### config.mk
export PLATFORM = sky130hd
export DESIGN_NAME = nvram_upload_ctrl
export DESIGN_NICKNAME = d
export VERILOG_FILES = /design/src/rtl/nvram_upload_pkg.sv /design/src/rtl/upload_settle_timer.sv /design/src/rtl/nvram_upload_ctrl.sv
export SDC_FILE = /design/constraint.sdc
export NUM_CORES = 1
export LEC_CHECK = 0
export CAP_MARGIN = 20
export CORE_MARGIN = 4
export CORE_UTILIZATION = 45
export CTS_CLUSTER_SIZE = 14
export DETAILED_ROUTE_END_ITERATION = 16
export GPL_ROUTABILITY_DRIVEN = 0
export PLACE_DENSITY = 0.66
export SETUP_SLACK_MARGIN = 0.2
export SLEW_MARGIN = 10
export SYNTH_ARGS = -nofsm -noshare
export SYNTH_HDL_FRONTEND = slang
export SYNTH_SLANG_ARGS = --single-unit
### constraint.sdc
create_clock -name clk_49m -period 3.45 [get_ports clk_49m]
set_clock_uncertainty 0.1 [all_clocks]
set_input_delay 1.035 -clock clk_49m [delete_from_list [all_inputs] [get_ports clk_49m]]
set_output_delay 1.035 -clock clk_49m [all_outputs]
set_load 0.01 [all_outputs]
### src/rtl/nvram_upload_pkg.sv
// rtl/nvram_upload_pkg.sv - shared state type and widths for the NVRAM upload controller
package nvram_upload_pkg;

  localparam int SETTLE_W = 24;
  localparam int IOCTL_AW = 25;

  typedef enum logic [2:0] {
    IDLE    = 3'd0,
    PAUSE   = 3'd1,
    SERVE   = 3'd2,
    FETCH   = 3'd3,
    RELEASE = 3'd4
  } state_t;

endpackage

### src/rtl/upload_settle_timer.sv
// rtl/upload_settle_timer.sv - dirty flag plus quiet-time counter gating upload requests
module upload_settle_timer
  import nvram_upload_pkg::*;
#(
  parameter logic [SETTLE_W-1:0] SETTLE_CYCLES = 24'd4_900_000
) (
  input  logic i_clk,
  input  logic i_rst_n,
  input  logic i_dirty_wr,
  input  logic i_clear,
  output logic o_dirty,
  output logic o_ready
);

  logic                r_dirty;
  logic [SETTLE_W-1:0] r_count;

  // A CPU write in the same cycle as the clear wins, so the region stays dirty.
  always_ff @(posedge i_clk or negedge i_rst_n) begin
    if (!i_rst_n) begin
      r_dirty <= 1'b0;
      r_count <= '0;
    end else begin
      if (i_dirty_wr)   r_dirty <= 1'b1;
      else if (i_clear) r_dirty <= 1'b0;

      if (i_dirty_wr)          r_count <= SETTLE_CYCLES;
      else if (r_count != '0)  r_count <= r_count - 1'b1;
    end
  end

  assign o_dirty = r_dirty;
  assign o_ready = (r_count == '0);

endmodule

### src/rtl/nvram_upload_ctrl.sv
// rtl/nvram_upload_ctrl.sv - serves a core RAM region to the HPS over the ioctl upload path
// Optional NVRAM_UPLOAD_CHECKSUM_EN: address DEPTH returns the checksum of bytes 0..DEPTH-1.
module nvram_upload_ctrl
  import nvram_upload_pkg::*;
#(
  parameter int                  AW            = 12,
  parameter int                  DEPTH         = 4096,
  parameter int                  RAM_LAT       = 1,
  parameter logic [7:0]          UPLOAD_INDEX  = 8'd4,
  parameter logic [SETTLE_W-1:0] SETTLE_CYCLES = 24'd4_900_000
) (
  input  logic                clk_49m,
  input  logic                reset,
  input  logic                ioctl_upload,
  input  logic [7:0]          ioctl_index,
  input  logic [IOCTL_AW-1:0] ioctl_addr,
  input  logic                ioctl_rd,
  output logic [7:0]          ioctl_din,
  output logic                ioctl_upload_req,
  input  logic                osd_open,
  input  logic                autosave,
  input  logic                ram_dirty_wr,
  output logic                cpu_pause,
  input  logic                cpu_paused,
  output logic                ram_access,
  output logic [AW-1:0]       ram_addr,
  input  logic [7:0]          ram_data,
  output logic                busy
);

  localparam logic [IOCTL_AW-1:0] DEPTH_A = IOCTL_AW'(DEPTH);
`ifdef NVRAM_UPLOAD_CHECKSUM_EN
  localparam logic [IOCTL_AW-1:0] LAST_ADDR = IOCTL_AW'(DEPTH);
`else
  localparam logic [IOCTL_AW-1:0] LAST_ADDR = IOCTL_AW'(DEPTH - 1);
`endif

  state_t              r_state;
  state_t              w_state_nx;
  logic                r_osd_d;
  logic                r_upload_req;
  logic                r_cpu_pause;
  logic                r_ram_access;
  logic [AW-1:0]       r_ram_addr;
  logic [7:0]          r_din;
  logic                r_pend;
  logic [IOCTL_AW-1:0] r_pend_addr;
  logic [IOCTL_AW-1:0] r_fetch_addr;
  logic [1:0]          r_wait;
  logic                r_complete;
  logic                w_dirty;
  logic                w_ready;
  logic                w_clear;
  logic                w_start;
  logic                w_serve_go;
  logic                w_fetch_done;
  logic [IOCTL_AW-1:0] w_sel_addr;
  logic [7:0]          w_oor_byte;

  assign w_start      = ioctl_upload && (ioctl_index == UPLOAD_INDEX);
  assign w_serve_go   = r_pend || ioctl_rd;
  assign w_sel_addr   = r_pend ? r_pend_addr : ioctl_addr;
  assign w_fetch_done = (r_wait == 2'(RAM_LAT));
  assign w_clear      = (r_state == RELEASE) && r_complete;

  upload_settle_timer #(
    .SETTLE_CYCLES(SETTLE_CYCLES)
  ) u_settle (
    .i_clk      (clk_49m),
    .i_rst_n    (reset),
    .i_dirty_wr (ram_dirty_wr),
    .i_clear    (w_clear),
    .o_dirty    (w_dirty),
    .o_ready    (w_ready)
  );

  always_ff @(posedge clk_49m or negedge reset) begin
    if (!reset) r_state <= IDLE;
    else        r_state <= w_state_nx;
  end

  always_comb begin
    w_state_nx = r_state;
    case (r_state)
      IDLE:    if (w_start) w_state_nx = PAUSE;
      PAUSE:   if (!ioctl_upload) w_state_nx = RELEASE;
               else if (cpu_paused) w_state_nx = SERVE;
      SERVE:   if (!ioctl_upload) w_state_nx = RELEASE;
               else if (w_serve_go) w_state_nx = FETCH;
      FETCH:   if (w_fetch_done) w_state_nx = ioctl_upload ? SERVE : RELEASE;
      RELEASE: w_state_nx = IDLE;
      default: w_state_nx = IDLE;
    endcase
  end

  // Pause/access track the next state so ram_access drops one cycle before cpu_pause.
  always_ff @(posedge clk_49m or negedge reset) begin
    if (!reset) begin
      r_osd_d      <= 1'b0;
      r_upload_req <= 1'b0;
      r_cpu_pause  <= 1'b0;
      r_ram_access <= 1'b0;
      r_ram_addr   <= '0;
      r_din        <= 8'h00;
      r_pend       <= 1'b0;
      r_pend_addr  <= '0;
      r_fetch_addr <= '0;
      r_wait       <= 2'd0;
      r_complete   <= 1'b0;
    end else begin
      r_osd_d      <= osd_open;
      r_upload_req <= (r_state == IDLE) && osd_open && !r_osd_d && autosave && w_dirty && w_ready;
      r_cpu_pause  <= (w_state_nx != IDLE);
      r_ram_access <= (w_state_nx == SERVE) || (w_state_nx == FETCH);

      if (r_state == IDLE && w_start) r_complete <= 1'b0;

      if (r_state == SERVE && ioctl_upload && w_serve_go) begin
        r_fetch_addr <= w_sel_addr;
        r_wait       <= 2'd0;
        if (w_sel_addr < DEPTH_A) r_ram_addr <= w_sel_addr[AW-1:0];
        r_pend       <= r_pend && ioctl_rd;
        r_pend_addr  <= ioctl_addr;
      end else if ((r_state == PAUSE || r_state == FETCH) && ioctl_rd) begin
        r_pend      <= 1'b1;
        r_pend_addr <= ioctl_addr;
      end else if (r_state == IDLE || r_state == RELEASE) begin
        r_pend <= 1'b0;
      end

      if (r_state == FETCH) begin
        if (w_fetch_done) begin
          r_din <= (r_fetch_addr < DEPTH_A) ? ram_data : w_oor_byte;
          if (r_fetch_addr == LAST_ADDR) r_complete <= 1'b1;
        end else begin
          r_wait <= r_wait + 1'b1;
        end
      end
    end
  end

`ifdef NVRAM_UPLOAD_CHECKSUM_EN
  logic [7:0] r_csum;

  always_ff @(posedge clk_49m or negedge reset) begin
    if (!reset) begin
      r_csum <= 8'h00;
    end else if (r_state == IDLE && w_start) begin
      r_csum <= 8'h00;
    end else if (r_state == FETCH && w_fetch_done && r_fetch_addr < DEPTH_A) begin
      r_csum <= r_csum + ram_data;
    end
  end

  assign w_oor_byte = (r_fetch_addr == DEPTH_A) ? (8'h00 - r_csum) : 8'h00;
`else
  assign w_oor_byte = 8'h00;
`endif

  assign ioctl_din        = r_din;
  assign ioctl_upload_req = r_upload_req;
  assign cpu_pause        = r_cpu_pause;
  assign ram_access       = r_ram_access;
  assign ram_addr         = r_ram_addr;
  assign busy             = (r_state != IDLE);

endmodule

* Yosys cells after proc, flatten, opt, wreduce, memory -nomap -nowiden
Index checks and enable logic that the tools add are counted.
Cells by class: eq/ne operators 9, shift operators 0, $add $sub $neg 2, multiplexer cells 26, order comparisons 2, bitwise gates (word level) 0, reduce and logical (&&, ||, !) cells 28, multipliers 0, div/mod/pow operators 0
Operator list (count):
- $mux W25 | 3
- $lt A25 B13 Y1 const B | 2
- $mux W24 | 2
- $eq A25 B12 Y1 const B | 1
- $logic_not A24 Y1 | 1
- $reduce_bool A24 Y1 | 1
- $sub A24 B1 Y24 const B | 1
- $mux W3 | 7
- $eq A3 B2 Y1 const B | 4
- $logic_and A1 B1 Y1 | 12
- $pmux W3 S4 | 1
- $mux W1 | 9
- $reduce_bool A3 Y1 | 3
- $eq A8 B3 Y1 const B | 1
- $mux W8 | 1
- $mux W2 | 3
- $reduce_bool A2 Y1 | 3
- $logic_or A1 B1 Y1 | 4
- $reduce_and A2 Y1 | 2
- $eq A3 B1 Y1 const B | 1
- $eq A3 B3 Y1 const B | 1
- $logic_not A3 Y1 | 1
- $add A2 B1 Y2 const B | 1
- $eq A2 B1 Y1 const B | 1
- $logic_not A1 Y1 | 1
Word-level totals: word-level logic and storage cells 81, memories kept 0, latch bits 0, register bits after elaboration 106, input port bits 49, RAM bits 0, ROM bits 0

* Depth between registers and ports, before layout
Gate-level depths: netlist of run 1.
word-level depth 7, gate-level depth with buffers 8

* Hierarchy
A second synthesis of run 1 with hierarchy kept.
Second synthesis, totals: cell total of the unflattened synthesis 414, area total of the unflattened synthesis 4933.5 µm²
By module, submodules not included:
- nvram_upload_ctrl | instances 1, sequential area each 2026.9 µm², cells each 271, area each 3538.4 µm²
- upload_settle_timer | instances 1, sequential area each 625.6 µm², cells each 143, area each 1395.1 µm²

* Worst setup path before layout of run 1
No wires, ideal clock.
path kind in2reg, start point input port ioctl_addr[19], end point register r_ram_addr[10], in the netlist ram_addr[10], arrival 2.347 ns, path slack 0.878 ns, stages 5, buffers on the path 1, path through or4_1 nor3_1 o2111ai_2 buf_6 mux2_4
Between the ends: word-level cells in the longest chain between the ends 3
RTL lines:
- start, declared | RTL line nvram_upload_ctrl.sv:16 | input logic [IOCTL_AW-1:0] ioctl_addr,
- $mux W25 | RTL line nvram_upload_ctrl.sv:62 | assign w_sel_addr = r_pend ? r_pend_addr : ioctl_addr;
- $lt A25 B13 Y1 | RTL line nvram_upload_ctrl.sv:121 | if (w_sel_addr < DEPTH_A) r_ram_addr <= w_sel_addr[AW-1:0];
- $reduce_and A2 Y1 (no source line)
- end signal, assigned | RTL line nvram_upload_ctrl.sv:121
- end, declared | RTL line nvram_upload_ctrl.sv:44 | logic [AW-1:0] r_ram_addr;
Every way passes these cells. A chain may end at the register's enable or synchronous reset.

* Worst setup path in the final report of run 1
start point register r_state[1], end point output port busy
Between the ends: word-level cells in the longest chain between the ends 1
RTL lines:
- start, declared | RTL line nvram_upload_ctrl.sv:38 | state_t r_state;
- start signal, assigned | RTL line nvram_upload_ctrl.sv:79 | else r_state <= w_state_nx;
- $reduce_bool A3 Y1 | RTL line nvram_upload_ctrl.sv:165 | assign busy = (r_state != IDLE);
- end, declared | RTL line nvram_upload_ctrl.sv:28 | output logic busy
Every way passes these cells.

==> parameters.txt, run 1 <==
Parameter                              Value

Outcome
  Status ... complete, no violations

Yosys
  Number of enable flip-flop cells after synthesis ... 0
  Synth Register Bits ... 106
  Distinct cell type count of the synthesized netlist ... 52
  Library cell with the highest instance count after synthesis ... sky130_fd_sc_hd__dfrtp_1
  Post-synthesis area per instance ... 12.11 um2
  Top FF cell, synth ... sky130_fd_sc_hd__dfrtp_1
  Syn nets ... 466
  Post-synthesis sequential area ratio ... 52.76%
  Largest cells by area after synthesis ... sky130_fd_sc_hd__dfrtp_1, sky130_fd_sc_hd__mux2_2, sky130_fd_sc_hd__mux2i_1
  Post-synth top area cell ... sky130_fd_sc_hd__dfrtp_1
  Most numerous cell types in the synthesized netlist ... sky130_fd_sc_hd__dfrtp_1, sky130_fd_sc_hd__mux2_2, sky130_fd_sc_hd__nor2_1, sky130_fd_sc_hd__a21oi_1, sky130_fd_sc_hd__mux2i_1
  Syn Std Cell Area ... 5027 um2
  FFs w/ async S/R, synth ... 100.0%
  Post-Synthesis Cells ... 415
  Post-synth top area share ... 52.76%
  Number of warnings reported in the yosys synthesis log ... 0

Run
  Number of max-capacitance violations reported ... 0

Place
  Port Buffers ... 72
  Placed wire-length estimate ... 7563 um
  Placed Cells ... 616

Power and ir drop
  Peak ir drop on the vdd network ... 0.2085 mV
  Pwr per Cell Area ... 376.9 nW/um2
  Leak Pwr ... 2.674 nW

Timing
  Final number of setup-violating endpoints ... 0
  Worst-Margin Slew ... 865.3 ps
  Peak Freq ... 329.0 MHz
  RSZ-0062 raised after global routing ... no
  Minimum period implied by the final worst setup slack ... 3040 ps
  Final Max Slew Viols ... 0
  Final clock period utilization by the worst path ... 88.10%
  Setup total negative slack ... 0 ps
  Number of hold-slack violations in the final timing report ... 0
  Tightest slew margin relative to the limit ... 42.31%

Clocking
  Largest buffer count on any clock path ... 2
  Number of clock sinks seen by CTS ... 106
  Deepest level of the CTS H-tree ... 3
  Total clock buffers created by CTS ... 9
  Clk Tree Root Cell ... sky130_fd_sc_hd__clkbuf_8
  Number of gates given a new drive strength after cts ... 0
  Post CTS Setup Buffer Count ... 0
  CTS tree ... yes
  Hold-fix buffer count after cts ... 0
  Clk_lat worst skew ... 360 ps
  Clock transition at path regs ... 100 ps

Drt
  Antenna viol nets, final ... 0
  DRC Markers ... 0
  Avg Vias per Cell ... 5.491
  DR vias ... 3470
  DRC marker count from the first detailed-route iteration ... 152
  Routed length per instance ... 16.78 um
  DRT Pass-1 Iters ... 4
  Total Routed Length ... 10610 um

GRT
  First-pass GRT wire length ... 18000 um
  Aggregate global routing overflow ... 0
  Maximum number of pins on one net before global-route repair ... 37
  Global router's overall resource usage ... 17.34%
  Initial antenna violation count ... 0
  Via count of the first global-routing pass ... 3622

Finish
  Layout cells sized above 1 ... 21.34%
  Number of standard cells in the layout, taps in and fillers out ... 632
  Area growth, synth to finish ... 21.06%
  Final net count ... 538
  Number of diodes ... 0

Worst setup path
  Critical path required time ... 2310 ps
  Slowest Stage Delay on Critical Path ... 530 ps
  Maximum fanout encountered on the critical timing path ... 9
  CP Buf/Inv Count ... 1
  Critical path, cell by cell ... or3_1, clkdlybuf4s50_1
  Launch instance of the worst register-to-register path ... u_settle.r_count[21]
  Capturing element type of the critical path ... primary output
  Number of cells on the worst reg-to-reg path ... 4
  CP top delay family ... simple AND/OR/NAND/NOR gates
  Endpoint of the worst-slack reg-to-reg timing path ... u_settle.r_count[9]
  Critical Path Source Type ... register
  Destination of the critical timing path ... busy
  CP max-delay cell ... sky130_fd_sc_hd__or3_1
  Beginning of the critical path ... r_state[1]
  Data arrival at the endpoint of the critical path ... 1900 ps
  Critical Setup Path Class ... reg -> out
  Minimum setup slack among reg-to-reg paths ... 920 ps
  CP Depth ... 2

Die
  Core box area ... 10890 um2
  Die Width ... 113.7 um
  Die outline height ... 113.7 um
  Die Footprint ... 12930 um2
  Num rows ... 38
  Effective utilization at floorplan ... 46.17%
  Ports ... 73

Worst hold path
  Worst hold path stage count ... 2
  Kind of path behind the tightest hold check ... reg -> reg
==> cell type report <==
cell class                      count  area, um2
Sequential cell                   106       2653
Timing Repair Buffer               83      813.3
Multi-Input combinational cell    281       2218
Tap cell                          140      175.2
Clock inverter                      6      66.31
Inverter                            6      22.52
Clock buffer                       10      137.6
Fill cell                         970       4802
==> placed cells by master, fill, tap and decap left out, types with 6 or more instances in the layout <==
cell,instances
sky130_fd_sc_hd__nand4_1,8
sky130_fd_sc_hd__mux2_4,10
sky130_fd_sc_hd__nor2b_1,14
sky130_fd_sc_hd__nor4_1,13
sky130_fd_sc_hd__clkdlybuf4s50_1,71
sky130_fd_sc_hd__a22o_1,11
sky130_fd_sc_hd__nor3_1,11
sky130_fd_sc_hd__inv_1,6
sky130_fd_sc_hd__nand2_1,11
sky130_fd_sc_hd__mux2_2,57
sky130_fd_sc_hd__a21oi_1,28
sky130_fd_sc_hd__or3_1,8
sky130_fd_sc_hd__buf_4,11
sky130_fd_sc_hd__mux2i_1,17
sky130_fd_sc_hd__dfrtp_1,106
sky130_fd_sc_hd__clkbuf_8,10
sky130_fd_sc_hd__nor2_1,33
==> routing by layer <==
layer  track usage, %  part of all wire [%]  up-vias  wire (um)
met1            24.09                    48     1709       5123
met2            27.37                    46       81       4845
li1                 -                     -     1668          -
met5                0                     0        -          0
met4            5.609                   1.4        0        149
met3            3.607                   4.6       12        486
==> registers in the layout (all words and copies together) (netlist names) <==
signal,cells
ioctl_upload_req,1
ram_addr,12
r_pend_addr,25
u_settle.r_count,24
r_state,3
r_osd_d,1
ioctl_din,8
cpu_pause,1
r_fetch_addr,25
r_pend,1
u_settle.o_dirty,1
ram_access,1
r_complete,1
r_wait,2
==> worst min-delay path, stage by stage, from the launching register on <==
cell                       delay (ps)
sky130_fd_sc_hd__dfrtp_1          330
sky130_fd_sc_hd__nand4b_1         100
sky130_fd_sc_hd__nor3_1            40
==> kinds of logic after synthesis <==
family / Yosys count / synth area share, %
AND/OR/NAND/NOR: 128 / 15.03
AO/OA/AOI/OAI: 65 / 9.009
adder cells (fa/ha/maj): 2 / 0.4977
flip-flops: 106 / 52.76
buffers and inverters: 28 / 3.111
multiplexers: 86 / 19.59
==> power by group <==
| part | total, W | internal (W) | switching, W | leakage (nW) |
|---|---|---|---|---|
| logic | 0.000207 | 0.000108 | 0.0000981 | 1.16 |
| clock network | 0.000779 | 0.000355 | 0.000424 | 0.0945 |
| registers | 0.00131 | 0.00128 | 0.0000310 | 1.42 |
| total | 0.00229 | 0.00174 | 0.000553 | 2.67 |
==> how the worst min path moves through the flow <==
| stage | start | end | slack, ps |
|---|---|---|---|
| floorplan | u_settle.o_dirty | u_settle.o_dirty | 350 |
| global placement | r_osd_d | ioctl_upload_req | 380 |
| detailed placement | r_osd_d | ioctl_upload_req | 380 |
| CTS | r_osd_d | ioctl_upload_req | 390 |
| global route | r_osd_d | ioctl_upload_req | 420 |
| finish | r_osd_d | ioctl_upload_req | 390 |
==> metrics by stage <==
| stage | worst slack [ps] | util [%] | hold slack, ps | power [W] | area (um2) |
|---|---|---|---|---|---|
| 5_1_grt | 337.4 | 55.90 | 421.2 | 0.002408 | 6086 |
| 2_1_floorplan | 877.6 | - | 350.0 | 0.001421 | 5027 |
| 3_3_place_gp | 364.0 | 54.02 | 375.9 | 0.001534 | 5882 |
| 4_1_cts | 384.4 | 55.90 | 392.8 | 0.002320 | 6086 |
| 6_report | 410.4 | 55.90 | 385.6 | 0.002294 | 6086 |
| 3_5_place_dp | 330.5 | 54.02 | 383.5 | 0.001542 | 5882 |
Note: power is estimated with default switching activity, not from simulation.
==> run 2: changes to the inputs <==
Settings changed: CORE_MARGIN 4 to 2.
==> run 2 against run 1 <==
Cell area decreased by 0.33%. Count of clock-buffer cells in the layout decreased by 1. Combinational power about the same. Utilization decreased by 0.18 points. Setup slack improved by 76 ps. Cell count decreased by 0.63%. Global-route usage increased by 1.3 points. Routed wire length decreased by 2.7%. Sequential share of layout area increased by 0.14 points. Clock power about the same. Critical endpoint unchanged. Highest routed layer is now met5.
==> parameters.txt, run 2 (same netlist as run 1, synthesis figures left out) <==
Parameter                              Value

Worst setup path
  Data arrival at the endpoint of the critical path ... 1830 ps
  Critical path, cell by cell ... or3_1, clkdlybuf4s50_1
  CP max-delay cell ... sky130_fd_sc_hd__clkdlybuf4s50_1
  Capturing element type of the critical path ... primary output
  Slowest Stage Delay on Critical Path ... 510 ps
  Maximum fanout encountered on the critical timing path ... 9
  Critical Path Source Type ... register
  Critical path required time ... 2310 ps
  Critical Setup Path Class ... reg -> out

Power and ir drop
  Peak ir drop on the vdd network ... 0.2445 mV
  Total Power ... 0.002296 W
  Leak Pwr ... 2.669 nW
  Pwr per Cell Area ... 378.4 nW/um2

Die
  Effective utilization at floorplan ... 46.17%
  Num rows ... 38
  Die Footprint ... 12030 um2
  Core box area ... 10890 um2
  Die outline height ... 109.7 um
  Die Width ... 109.7 um
  Ports ... 73

Clocking
  CTS tree ... yes
  Total clock buffers created by CTS ... 9
  Clk Tree Root Cell ... sky130_fd_sc_hd__clkbuf_8
  Post CTS Setup Buffer Count ... 0
  Clk_lat worst skew ... 370 ps
  Clock transition at path regs ... 100 ps
  Number of gates given a new drive strength after cts ... 0
  Largest buffer count on any clock path ... 2
  Hold-fix buffer count after cts ... 0
  Deepest level of the CTS H-tree ... 3
  Number of clock sinks seen by CTS ... 106

Drt
  Antenna viol nets, final ... 0
  Avg Vias per Cell ... 5.518
  Total Routed Length ... 10320 um
  DRC marker count from the first detailed-route iteration ... 231
  DRC Markers ... 0
  DR vias ... 3465
  Routed length per instance ... 16.43 um
  DRT Pass-1 Iters ... 4

Place
  Placed wire-length estimate ... 7038 um
  Port Buffers ... 72

Timing
  Tightest hold margin ... 396.3 ps
  Worst-Margin Slew ... 853.5 ps
  Setup total negative slack ... 0 ps
  Final number of setup-violating endpoints ... 0
  Tightest slew margin relative to the limit ... 43.10%
  Final Max Slew Viols ... 0
  RSZ-0062 raised after global routing ... no
  Peak Freq ... 337.4 MHz
  Final clock period utilization by the worst path ... 85.90%
  Minimum period implied by the final worst setup slack ... 2964 ps
  Number of hold-slack violations in the final timing report ... 0

Finish
  Most common library cell in the layout ignoring fill and taps ... sky130_fd_sc_hd__dfrtp_1
  Layout cells sized above 1 ... 20.70%
  Registers with the most flip-flops ... r_fetch_addr (25), r_pend_addr (25), u_settle.r_count (24)
  Commonest cells after routing, fill and taps aside ... sky130_fd_sc_hd__dfrtp_1, sky130_fd_sc_hd__clkdlybuf4s50_1, sky130_fd_sc_hd__mux2_2, sky130_fd_sc_hd__nor2_1, sky130_fd_sc_hd__a21oi_1
  Final net count ... 534
  Number of diodes ... 0
  Finished Core Util ... 55.71%
  Area growth, synth to finish ... 20.66%

GRT
  Initial antenna violation count ... 1
  First-pass GRT wire length ... 17320 um
  Maximum number of pins on one net before global-route repair ... 70
  Aggregate global routing overflow ... 0
  Via count of the first global-routing pass ... 3432
  Global router's overall resource usage ... 18.63%

Outcome
  Status ... complete, no violations

Run
  Number of max-capacitance violations reported ... 0

Worst hold path
  Kind of path behind the tightest hold check ... reg -> reg
run 2: cell count changes in the layout (fill, tap and decap cells not counted):
| cell | before | now |
|---|---|---|
| sky130_fd_sc_hd__buf_12 | 1 | 2 |
| sky130_fd_sc_hd__buf_4 | 11 | 6 |
| sky130_fd_sc_hd__clkbuf_8 | 10 | 9 |
| sky130_fd_sc_hd__clkinv_2 | 1 | 2 |
| sky130_fd_sc_hd__clkinv_4 | 1 | 2 |
| sky130_fd_sc_hd__clkinvlp_4 | 3 | 0 |
| sky130_fd_sc_hd__inv_6 | 0 | 1 |
| sky130_fd_sc_hd__inv_8 | 0 | 1 |
run 2: critical path, delay by kind of cell, from the launching register on:
| family | cells | cell delay (ps) |
|---|---|---|
| flops | 1 | 480 |
| simple gates | 1 | 480 |
| buf+inv | 1 | 510 |
run 2: final cells by class:
type / instances / area (um2)
well taps: 140 / 175.2
clock inverters: 7 / 77.57
flip-flops and latches: 106 / 2653
multi-input cells: 281 / 2218
inverters: 6 / 22.52
fillers: 947 / 4822
clock buffers: 9 / 123.9
repair buffers: 79 / 795.8
run 2: routing by layer:
| metal | share of wire (%) | global-route usage, % | up-vias | routed length [um] |
|---|---|---|---|---|
| met1 | 49 | 26.83 | 1711 | 5006 |
| met5 | 0.13 | 0 | - | 13 |
| met2 | 46 | 28.62 | 77 | 4712 |
| met4 | 0.88 | 3.978 | 2 | 91 |
| li1 | - | - | 1664 | - |
| met3 | 4.8 | 4.742 | 11 | 493 |
run 2: per-stage QoR:
stage	instance area [um2]	std cells	setup slack, ps
after floorplan	5027	415	877.6
after global placement	5864	612	243.9
after detailed placement	5864	612	239.5
after CTS	6066	628	456.1
after global routing	6066	628	410.4
final	6066	628	486.3
run 2: final timing paths:
check	from	endpoint	slack [ps]	cells after the start
max	r_state[1]	busy	490	2
min reg2reg	r_osd_d	ioctl_upload_req	400	2
min	r_osd_d	ioctl_upload_req	400	2
min in group asynchronous	reset	ioctl_din[0]	520	1
max reg2reg	u_settle.r_count[0]	u_settle.r_count[20]	840	6
max in group asynchronous	reset	ram_addr[1]	1980	2
run 2: where the power goes:
part	internal [W]	total [W]	switching, W	leakage [nW]
Combinational	0.000108	0.000207	0.0000987	1.15
Sequential	0.00128	0.00131	0.0000305	1.42
Clock	0.000344	0.000781	0.000437	0.105
